File: src/rtl/timing_nco.sv
// rtl/timing_nco.sv - symbol-timing NCO: modulo-1 decrementing accumulator, strobe + mu, ACQ/TRACK FSM
// Optional build macro TIMING_NCO_SLIP_CNT_EN enables the TRACK-state timing-slip counter.
module timing_nco #(
    parameter int WERR       = 18,
    parameter int NCO_W      = 24,
    parameter int LOG2_SPS   = 2,
    parameter int CTRL_SHIFT = 4,
    parameter int MU_W       = 16,
    parameter int ACQ_SYMS   = 16
) (
    input  logic                   clk,
    input  logic                   reset_n,
    input  logic                   enable_i,
    input  logic                   din_valid_i,
    input  logic signed [WERR-1:0] ctrl_i,
    input  logic                   ctrl_val_i,
    output logic                   strobe_o,
    output logic [MU_W-1:0]        mu_o,
    output logic                   sat_o,
    output logic [1:0]             state_o,
    output logic [15:0]            slip_cnt_o
);

    localparam int SW = NCO_W + 2;
    localparam int AW = $clog2(ACQ_SYMS + 1);

    localparam logic [NCO_W-1:0] W_NOM_U    = NCO_W'(1) << (NCO_W - LOG2_SPS);
    localparam logic [NCO_W-1:0] STEP_MAX_U = W_NOM_U + (W_NOM_U >> 3);
    localparam logic [NCO_W-1:0] STEP_MIN_U = W_NOM_U - (W_NOM_U >> 3);

    localparam logic signed [SW-1:0] W_NOM    = signed'({2'b00, W_NOM_U});
    localparam logic signed [SW-1:0] STEP_MAX = signed'({2'b00, STEP_MAX_U});
    localparam logic signed [SW-1:0] STEP_MIN = signed'({2'b00, STEP_MIN_U});

    localparam logic [AW-1:0] ACQ_LAST = AW'(ACQ_SYMS - 1);

    typedef enum logic [1:0] {
        S_IDLE  = 2'd0,
        S_ACQ   = 2'd1,
        S_TRACK = 2'd2
    } state_t;

    state_t                 state;
    state_t                 state_next;
    logic signed [WERR-1:0] ctrl_reg;
    logic [NCO_W-1:0]       acc;
    logic [AW-1:0]          acq_cnt;

    logic signed [SW-1:0]   ctrl_sh;
    logic signed [SW-1:0]   step_raw;
    logic [NCO_W-1:0]       step;
    logic                   clamp;
    logic                   wrap;
    logic [NCO_W-1:0]       acc_dec;
    logic                   run;

    // Loop correction only steers the NCO once the loop has settled (TRACK).
    assign ctrl_sh  = {{(SW-WERR-CTRL_SHIFT){ctrl_reg[WERR-1]}}, ctrl_reg, {CTRL_SHIFT{1'b0}}};
    assign step_raw = W_NOM + ((state == S_TRACK) ? ctrl_sh : '0);

    always_comb begin
        step  = step_raw[NCO_W-1:0];
        clamp = 1'b0;
        if (step_raw > STEP_MAX) begin
            step  = STEP_MAX_U;
            clamp = 1'b1;
        end else if (step_raw < STEP_MIN) begin
            step  = STEP_MIN_U;
            clamp = 1'b1;
        end
    end

    assign wrap    = (acc < step);
    assign acc_dec = acc - step;

    always_comb begin
        state_next = state;
        run        = 1'b0;
        if (!enable_i) begin
            state_next = S_IDLE;
        end else begin
            case (state)
                S_IDLE:  state_next = S_ACQ;
                S_ACQ: begin
                    run = din_valid_i;
                    if (din_valid_i && wrap && (acq_cnt == ACQ_LAST))
                        state_next = S_TRACK;
                end
                S_TRACK: run = din_valid_i;
                default: state_next = S_IDLE;
            endcase
        end
    end

    always_ff @(posedge clk or negedge reset_n) begin
        if (!reset_n)
            state <= S_IDLE;
        else
            state <= state_next;
    end

    always_ff @(posedge clk or negedge reset_n) begin
        if (!reset_n)
            ctrl_reg <= '0;
        else if (ctrl_val_i)
            ctrl_reg <= ctrl_i;
    end

    always_ff @(posedge clk or negedge reset_n) begin
        if (!reset_n) begin
            acc      <= '0;
            acq_cnt  <= '0;
            strobe_o <= 1'b0;
            mu_o     <= '0;
            sat_o    <= 1'b0;
        end else if (!enable_i || (state == S_IDLE)) begin
            acc      <= '0;
            acq_cnt  <= '0;
            strobe_o <= 1'b0;
            mu_o     <= '0;
            sat_o    <= 1'b0;
        end else if (run) begin
            acc      <= acc_dec;
            sat_o    <= clamp;
            strobe_o <= wrap;
            if (wrap) begin
                // mu is the pre-decrement residue scaled by samples-per-symbol.
                mu_o <= acc[NCO_W-1-LOG2_SPS -: MU_W];
                if (state == S_ACQ)
                    acq_cnt <= acq_cnt + 1'b1;
            end
        end else begin
            strobe_o <= 1'b0;
        end
    end

`ifdef TIMING_NCO_SLIP_CNT_EN
    localparam logic [15:0] GAP_M1 = 16'((1 << LOG2_SPS) - 1);

    logic [15:0] samp_cnt;
    logic [15:0] slip_cnt;

    // samp_cnt holds the number of non-strobe valid samples since the last strobe.
    always_ff @(posedge clk or negedge reset_n) begin
        if (!reset_n) begin
            samp_cnt <= '0;
            slip_cnt <= '0;
        end else if (!enable_i || (state == S_IDLE)) begin
            samp_cnt <= '0;
        end else if (run) begin
            if (wrap) begin
                samp_cnt <= '0;
                if ((state == S_TRACK) && (samp_cnt != GAP_M1) && (slip_cnt != 16'hFFFF))
                    slip_cnt <= slip_cnt + 16'd1;
            end else if (samp_cnt != 16'hFFFF) begin
                samp_cnt <= samp_cnt + 16'd1;
            end
        end
    end

    assign slip_cnt_o = slip_cnt;
`else
    assign slip_cnt_o = '0;
`endif

    assign state_o = state;

endmodule

File: config.mk
export PLATFORM = sky130hd
export DESIGN_NAME = timing_nco
export DESIGN_NICKNAME = d
export VERILOG_FILES = /design/src/rtl/timing_nco.sv
export SDC_FILE = /design/constraint.sdc
export NUM_CORES = 1
export LEC_CHECK = 0
export BUFFER_PORTS_ARGS = -buffer_cell sky130_fd_sc_hd__clkbuf_2
export CORE_MARGIN = 3
export CORE_UTILIZATION = 55
export DETAILED_ROUTE_END_ITERATION = 10
export PLACE_DENSITY = 0.8
export SYNTH_ARGS = -nofsm -noshare
export SYNTH_HDL_FRONTEND = slang
export SYNTH_SLANG_ARGS = --single-unit
File: constraint.sdc
create_clock -name clk -period 4.5 [get_ports clk]
set_input_delay 0.9 -clock clk [delete_from_list [all_inputs] [get_ports clk]]
set_output_delay 0.9 -clock clk [all_outputs]
set_load 0.05 [all_outputs]
Word level (Yosys, flattened, before mapping):

Index checks and enable logic that the tools add are counted.

* register bits after elaboration: 67
* bits of input ports: 23
* output and inout port bits: 36

* add/subtract/negate cells: 3
* magnitude comparators: 3
* equality and inequality tests: 5
* multiplexer cells: 23
* reductions and logical operators: 12

Operators by type and width (count)
* $mux 24: 4
* $mux 16: 3
* $add 23x26->26 const A: 1
* $gt 26x24->1 const B: 1
* $lt 26x23->1 const B: 1
* $mux 26: 1
* $lt 24x24->1: 1
* $sub 24x24->24: 1
* $mux 5: 4
* $mux 1: 8
* $pmux 2 s3: 1
* $reduce_bool 2->1: 3
* $add 5x1->5 const B: 1
* $eq 5x4->1 const B: 1
* $mux 2: 2
* $reduce_and 2->1: 2
* $ne 3x3->1 const B: 1
* $reduce_and 3->1: 1
* $eq 2x1->1 const B: 1
* $eq 2x2->1 const B: 1
* $logic_and 1x1->1: 2
* $logic_not 2->1: 1
* $ne 2x2->1 const B: 1
* $reduce_or 2->1: 1
* 2 further kinds: 2

Logic depth before layout (Yosys ltp):

Gate-level depths: netlist (run 1).

* depth in word-level cells: 12
* mapped depth: 18
* depth with buffers taken out: 16

Least setup slack after synthesis (run 1):

No wires, ideal clock.

* path kind: register to register
* start point: register ctrl_reg[7]
* end point: register mu_o[10]
* setup time: 121 ps
* data arrival time: 3456 ps
* data required time: 4379 ps
* slack: 923 ps
* stages on the path, launching flop included: 18
* path buffers: 3
* path through: dfrtp_1 nor4_1 nand4_1 a211oi_1 a31oi_1 nor2b_1 clkbuf_1 nand2_1 ha_1 a21oi_1 nand4b_4 a211o_1 a21oi_4 nor4_2 and2_1 buf_4 buf_6 a22o_1

* word-level cells in the longest chain between the ends: 8
* elaborated cells between the ends (all ways): 9
* those cells by class: 1 x add/sub; 3 x order compare; 3 x mux; 2 x reduce/logical

Ends and longest elaborated chain
* start, declared: line 45 `logic signed [WERR-1:0] ctrl_reg;`
* start signal, assigned: line 106 `ctrl_reg <= ctrl_i;`
* $mux 26 *: line 59 `assign step_raw = W_NOM + ((state == S_TRACK) ? ctrl_sh : '0);`
* $add 23x26->26 *: line 59
* $lt 26x23->1: line 67 `end else if (step_raw < STEP_MIN) begin`
* $mux 24: line 67
* $mux 24 *: line 64 `if (step_raw > STEP_MAX) begin`
* $lt 24x24->1 *: line 73 `assign wrap = (acc < step);`
* $reduce_bool 2->1 (no source line) *
* $reduce_and 2->1 (no source line) *
* end signal, assigned: line 128 `mu_o <= acc[NCO_W-1-LOG2_SPS -: MU_W];`
* end, declared: line 18 `output logic [MU_W-1:0] mu_o,`

Every way passes the cells marked *; elsewhere a longest branch is shown, timed or not.
A chain may end at the register's enable or synchronous reset.

Final worst setup path (run 1):

* start point: register ctrl_reg[3]
* end point: register acc[19]

* word-level cells in the longest chain between the ends: 8
* elaborated cells between the ends (all ways): 9
* those cells by class: 2 x add/sub; 2 x order compare; 5 x mux

Ends and longest elaborated chain
* $mux 26 *: line 59
* $add 23x26->26 *: line 59
* $lt 26x23->1: line 67
* $mux 24: line 67
* $mux 24 *: line 64
* $sub 24x24->24 *: line 74 `assign acc_dec = acc - step;`
* $mux 24 *: line 122 `end else if (run) begin`
* $mux 24 *: line 116 `end else if (!enable_i || (state == S_IDLE)) begin`
* end signal, assigned: line 111 `acc <= '0;`
* end signal, assigned: line 117 `acc <= '0;`
* end signal, assigned: line 123 `acc <= acc_dec;`
* end, declared: line 46 `logic [NCO_W-1:0] acc;`

Every way passes the cells marked *; elsewhere a longest branch is shown, timed or not. The select of a mux whose other input is x is not followed.

==> results.sh, run 1 <==
export IMPL_yosys_warnings=0
export IMPL_relSlewSlack_pct=41.1
export IMPL_p_per_area_nw_per_um2=386
export IMPL_io_pins=59
export IMPL_cts_sinks=63
export IMPL_synth_ff_latch_count=63
export IMPL_worst_ep_required_time_ps=4680
export IMPL_critical_path_class="register to register"
export IMPL_r2r_slack_ps=540
export IMPL_largest_reg_flops=20
export IMPL_setup_viol_count_final=0
export IMPL_path_buf_inv=1
export IMPL_worstHoldStart="acc[4]"
export IMPL_regToRegStartpoint="ctrl_reg[3]"
export IMPL_layout_setup_ws_ps=539
export IMPL_wl_per_cell_um=15.6
export IMPL_insertedDiodeCount=0
export IMPL_synthFlopType="dfrtp_1"
export IMPL_synth_seq_area_share_pct=42.7
export IMPL_dr_pass1_iters=5
export IMPL_globalRouteTotalUtil_pct=21.5
export IMPL_status="finished, final reports clean"
export IMPL_clockBufferDepth=2
export IMPL_slew_viol_final=0
export IMPL_tightest_slew_ps=883
export IMPL_overflow=0
export IMPL_vias=2837
export IMPL_synth_edff_count=0
export IMPL_post_synth_top_area_fraction_pct=42.7
export IMPL_clkSlewWorstSetupHoldPaths_ps=60
export IMPL_clk_latency_ps=320
export IMPL_max_vdd_ir_drop_mv=0.232
export IMPL_crit_top_cell="a31oi_1"
export IMPL_r2r_worst_path_cells=15
export IMPL_cts_tree="done"
export IMPL_final_nets=455
export IMPL_syn_cell_area_sq_um=3690
export IMPL_rr_endpoint="acc[19]"
export IMPL_routed_via_density=5.84
export IMPL_grt_max_degree=38
export IMPL_rsz0062_at_grt="no"
export IMPL_min_delay_worst_endpoint="acc[4]"
export IMPL_crit_family="compound AO/OA/AOI/OAI gates"
export IMPL_grt_pass1_wl_um=12900
export IMPL_antenna_found_initial=0
export IMPL_cp_max_fo=15
export IMPL_die_y_um=87.9
export IMPL_hpwlAfterDp_um=5800
export IMPL_layout_drive_gt1_share_pct=21.0
export IMPL_clock_fmax_mhz=252
export IMPL_clock_root_buffer="clkbuf_8"
export IMPL_crit_chain="nor4_1 -> nand4_1 -> a211oi_1 -> a31oi_1 -> nor2b_1 -> buf_4 -> nand2_1 -> ha_1 -> a21o_1 -> a221o_1 -> a2111oi_0 -> nor2_1 -> a31oi_1 -> xor2_1 -> o21ai_1"
export IMPL_num_rows=29
export IMPL_cts_setup_buffers=0
export IMPL_min_path_cells=2
export IMPL_place_congestion=1.01
export IMPL_wl_um=7570
export IMPL_tns_ps=0
export IMPL_start_util_pct=57.5
export IMPL_core_sq_um=6420
export IMPL_worst_path_max_delay_cell="a2111oi_0"
export IMPL_grt_pass1_vias=2697
export IMPL_io_buffers=42
export IMPL_p_leak_nw=1.96
export IMPL_htree_levels=3
export IMPL_cp_startpoint="ctrl_reg[3]"
export IMPL_crit_path_start_kind="register"
export IMPL_hold_viol=0
export IMPL_drt_initial_drc_count=239
export IMPL_drcViolationCount=0
export IMPL_min_period_ps=3960
export IMPL_cts_resized_gates=0
export IMPL_cts_buffers=9
export IMPL_fin_crit_sh_pct=88.0
export IMPL_ys_types=54
export IMPL_cp_end_kind="register"
export IMPL_synth_top_cell_by_area="dfrtp_1"
export IMPL_synth_cells=360
export IMPL_cpPeakStageDelay_ps=690
export IMPL_hold_path_class="register to register"
export IMPL_place_ws_ps=608
export IMPL_fp_dieArea_sq_um=7730
export IMPL_synthArstFlopShare_pct=100
export IMPL_maxCapViolCount=0
export IMPL_synth_area_leaders="dfrtp_1 43%, ha_1 8.8%, mux2_2 6.1%"
export IMPL_syn_area_per_cell_sq_um=10.2
export IMPL_postRouteAntennaNets=0
export IMPL_clock_skew_ps=9.84
export IMPL_arrival_ps=4140
export IMPL_area_growth_pct=10.2
export IMPL_die_w_um=87.9
export IMPL_ctsHoldBuffers=0
power by group:
part	internal [mW]	switching (mW)
Sequential	0.598	0.0308
Clock	0.212	0.188
Combinational	0.200	0.340
synth_stat cells, types with 7 or more instances:
cell      instances
mux2_2           20
nand3_1           7
buf_4            17
clkbuf_1          7
o21ai_0          17
nand2_1          45
dfrtp_1          63
inv_1            10
a21oi_1          16
a22o_1           19
xor2_1            8
a21o_1            8
nor2_1           14
ha_1             26
worst max-delay path by stage:
| stage | end | depth (start not counted) |
|---|---|---|
| floorplan | mu_o[10] | 17 |
| global placement | acq_cnt[0] | 17 |
| detailed placement | acq_cnt[4] | 17 |
| CTS | acq_cnt[4] | 17 |
| global route | acq_cnt[0] | 17 |
| finish | acc[19] | 15 |
per-stage QoR:
stage	hold slack (ps)	std cells	utilization, %	power (mW)	area (sq um)
2_1_floorplan	450	375	-	1.07	3750
3_3_place_gp	468	471	60.8	1.16	3910
4_1_cts	491	486	63.3	1.58	4070
5_1_grt	517	486	63.3	1.67	4070
3_5_place_dp	478	471	60.8	1.17	3910
6_report	488	486	63.3	1.57	4070
routing by layer:
| layer | vias to the layer above | wire (um) | global-route usage, % |
|---|---|---|---|
| met1 | 1347 | 3670 | 32.1 |
| li1 | 1370 | - | - |
| met2 | 105 | 3260 | 30.9 |
| met5 | - | 0 | 0 |
| met3 | 15 | 494 | 4.05 |
| met4 | 0 | 147 | 8.23 |
placed cells by master, fill, tap and decap left out, drive strengths merged, types with 4 or more instances in the layout:
master  synthesis  routed
a211oi          6       6
a21o            8       8
a21oi          18      18
a22o           19      19
and3            5       5
buf            20       4
clkbuf          7      56
conb            1      16
dfrtp          63      63
ha             26      26
inv            10      10
mux2           20      20
nand2          45      45
nand2b          4       4
nand3           7       7
nand4           4       4
nor2           14      14
nor2b           5       5
nor4            4       4
o21ai          23      23
xnor2           4       4
xor2            8       8
cells by family (layout without fill, tap and decap cells):
| logic type | count (synthesis) | in the layout | share of synthesized area [%] |
|---|---|---|---|
| AND/OR/NAND/NOR | 98 | 98 | 13.2 |
| flip-flops | 63 | 63 | 42.7 |
| other | 1 | 16 | 0.102 |
| buffers and inverters | 37 | 71 | 5.76 |
| XOR/XNOR | 12 | 12 | 2.85 |
| adder cells (fa/ha/maj) | 27 | 27 | 9.36 |
| AO/OA/AOI/OAI | 100 | 100 | 19.4 |
| multiplexers | 22 | 22 | 6.65 |
worst register-to-register path, cell delays in order (launching register included):
cell and delay (ps):
dfrtp_1 390, nor4_1 330, nand4_1 140, a211oi_1 260, a31oi_1 90, nor2b_1 120, buf_4 190, nand2_1 80
ha_1 340, a21o_1 210, a221o_1 280, a2111oi_0 690, nor2_1 220, a31oi_1 260, xor2_1 160, o21ai_1 70
cell type report:
type	instances	area, sq um
Inverter	10	37.5
Fill cell	537	2360
Sequential cell	63	1580
Timing Repair Buffer	46	240
Tap cell	77	96.3
Clock buffer	14	153
Clock inverter	1	5.00
Multi-Input combinational cell	275	1960
No activity file was read; power rests on OpenSTA's default activity.
==> run 2, diff against run 1 <==
==> config.mk (replaced) <==
export PLATFORM = sky130hd
export DESIGN_NAME = timing_nco
export DESIGN_NICKNAME = d
export VERILOG_FILES = /design/src/rtl/timing_nco.sv
export SDC_FILE = /design/constraint.sdc
export NUM_CORES = 1
export LEC_CHECK = 0
export CELL_PAD_IN_SITES_DETAIL_PLACEMENT = 1
export CELL_PAD_IN_SITES_GLOBAL_PLACEMENT = 2
export CORE_MARGIN = 3
export CORE_UTILIZATION = 40
export DETAILED_ROUTE_END_ITERATION = 10
export DONT_BUFFER_PORTS = 1
export PLACE_DENSITY = 0.81
export SYNTH_ARGS = -nofsm -noshare
export SYNTH_HDL_FRONTEND = slang
export SYNTH_SLANG_ARGS = --single-unit
==> run 2 against run 1 <==
  * Via count decreased by 4.4%
  * Combinational power increased by 2%
  * Non-clock buffer count decreased by 40
  * Clock-buffer cell count decreased by 2
  * Critical path depth increased by 1
  * Power increased by 12%
  * Clock power increased by 44%
  * Global-route usage decreased by 2.5 points
  * Routed wire length increased by 21%
==> results.sh, run 2 (synthesis results as in run 1) <==
export IMPL_cts_resized_gates=0
export IMPL_htree_levels=3
export IMPL_relSlewSlack_pct=34.1
export IMPL_arrival_ps=4450
export IMPL_most_common_layout_cells="63 x dfrtp_1, 45 x nand2_1, 26 x ha_1"
export IMPL_final_common_cell="dfrtp_1"
export IMPL_cp_end_kind="register"
export IMPL_layout_drive_gt1_share_pct=13.8
export IMPL_final_nets=415
export IMPL_min_period_ps=4240
export IMPL_cp_max_fo=11
export IMPL_overflow=0
export IMPL_cts_setup_buffers=0
export IMPL_clockBufferDepth=2
export IMPL_clock_root_buffer="clkbuf_8"
export IMPL_start_util_pct=41.7
export IMPL_routed_via_density=5.69
export IMPL_die_y_um=102
export IMPL_p_per_area_nw_per_um2=440
export IMPL_antenna_found_initial=0
export IMPL_dr_pass1_iters=4
export IMPL_hold_viol=0
export IMPL_cts_buffers=9
export IMPL_area_growth_pct=7.97
export IMPL_place_congestion=0.865
export IMPL_p_leak_nw=1.83
export IMPL_cts_tree="done"
export IMPL_cpPeakStageDelay_ps=600
export IMPL_die_w_um=102
export IMPL_insertedDiodeCount=0
export IMPL_tns_ps=0
export IMPL_io_pins=59
export IMPL_wl_um=9170
export IMPL_fin_crit_sh_pct=94.2
export IMPL_globalRouteTotalUtil_pct=19.0
export IMPL_setup_viol_count_final=0
export IMPL_layout_setup_ws_ps=260
export IMPL_core_sq_um=8850
export IMPL_hold_path_class="input pin to async pin"
export IMPL_fp_dieArea_sq_um=10400
export IMPL_clock_skew_ps=6.95
export IMPL_hpwlAfterDp_um=6670
export IMPL_clock_fmax_mhz=236
export IMPL_clk_latency_ps=340
export IMPL_drcViolationCount=0
export IMPL_worst_path_max_delay_cell="a2111oi_0"
export IMPL_drt_initial_drc_count=69
export IMPL_status="finished, final reports clean"
export IMPL_tightest_slew_ps=987
export IMPL_clkSlewWorstSetupHoldPaths_ps=70
export IMPL_worst_ep_required_time_ps=4710
export IMPL_grt_max_degree=64
export IMPL_postRouteAntennaNets=0
export IMPL_place_ws_ps=248
export IMPL_ctsHoldBuffers=0
export IMPL_wl_per_cell_um=19.2
export IMPL_r2r_worst_path_cells=16
export IMPL_maxCapViolCount=0
export IMPL_slew_viol_final=0
export IMPL_crit_family="simple AND/OR/NAND/NOR gates"
export IMPL_critical_path_class="register to register"
export IMPL_cp_num_cells=16
export IMPL_crit_chain="nor4_1 -> nand4_1 -> a211oi_1 -> a31oi_1 -> nor2b_1 -> buf_4 -> nand2_1 -> ha_1 -> and2_1 -> and3_1 -> a2111oi_0 -> buf_4 -> nor2_1 -> a31oi_1 -> xor2_1 -> o21ai_1"
export IMPL_largest_reg_flops=20
export IMPL_grt_pass1_vias=2865
export IMPL_io_buffers=0
export IMPL_num_rows=34
export IMPL_max_vdd_ir_drop_mv=0.170
export IMPL_vias=2712
export IMPL_grt_pass1_wl_um=15200
export IMPL_path_buf_inv=2
export IMPL_rsz0062_at_grt="no"
export IMPL_crit_path_start_kind="register"
export IMPL_cts_sinks=63
==> run 2: final timing paths <==
kind                       slack [ps]   startpoint            to
max                               260  ctrl_reg[3]       acc[21]
min                               240      reset_n      mu_o[12]
max reg2reg                       260  ctrl_reg[3]       acc[21]
min reg2reg                       500       acc[4]        acc[4]
max in group asynchronous        4140      reset_n  ctrl_reg[15]
min in group clk                  500       acc[4]        acc[4]
==> run 2: report_power, final <==
part | internal (mW) | total [mW] | switching, mW
Combinational | 0.200 | 0.550 | 0.350
Clock | 0.354 | 0.578 | 0.224
Sequential | 0.597 | 0.626 | 0.0285
==> run 2: metrics by stage <==
| step | std cells | hold slack (ps) | power (mW) | area, sq um | util, % |
|---|---|---|---|---|---|
| after global placement | 462 | 486 | 1.17 | 3750 | 42.4 |
| after detailed placement | 462 | 483 | 1.19 | 3750 | 42.4 |
| final | 477 | 245 | 1.75 | 3980 | 45.0 |
| after floorplan | 375 | 450 | 1.07 | 3750 | - |
| after global routing | 477 | 226 | 1.86 | 3980 | 45.0 |
| after CTS | 477 | 230 | 1.77 | 3980 | 45.0 |
==> run 2: routing by layer <==
layer  wire, um  GRT usage, %  vias to the layer above
li1           -             -                     1289
met1       4460          25.4                     1359
met2       4220          30.6                       56
met3        400          5.26                        8
met4         90          4.84                        0
met5          0             0                        -
==> run 2: area by class of cell <==
type	instances	area, sq um
clock inverters	3	65.1
repair buffers	6	45.0
fillers	1018	4860
flip-flops and latches	63	1580
multi-input cells	275	1960
clock buffers	12	165
well taps	108	135
inverters	10	37.5
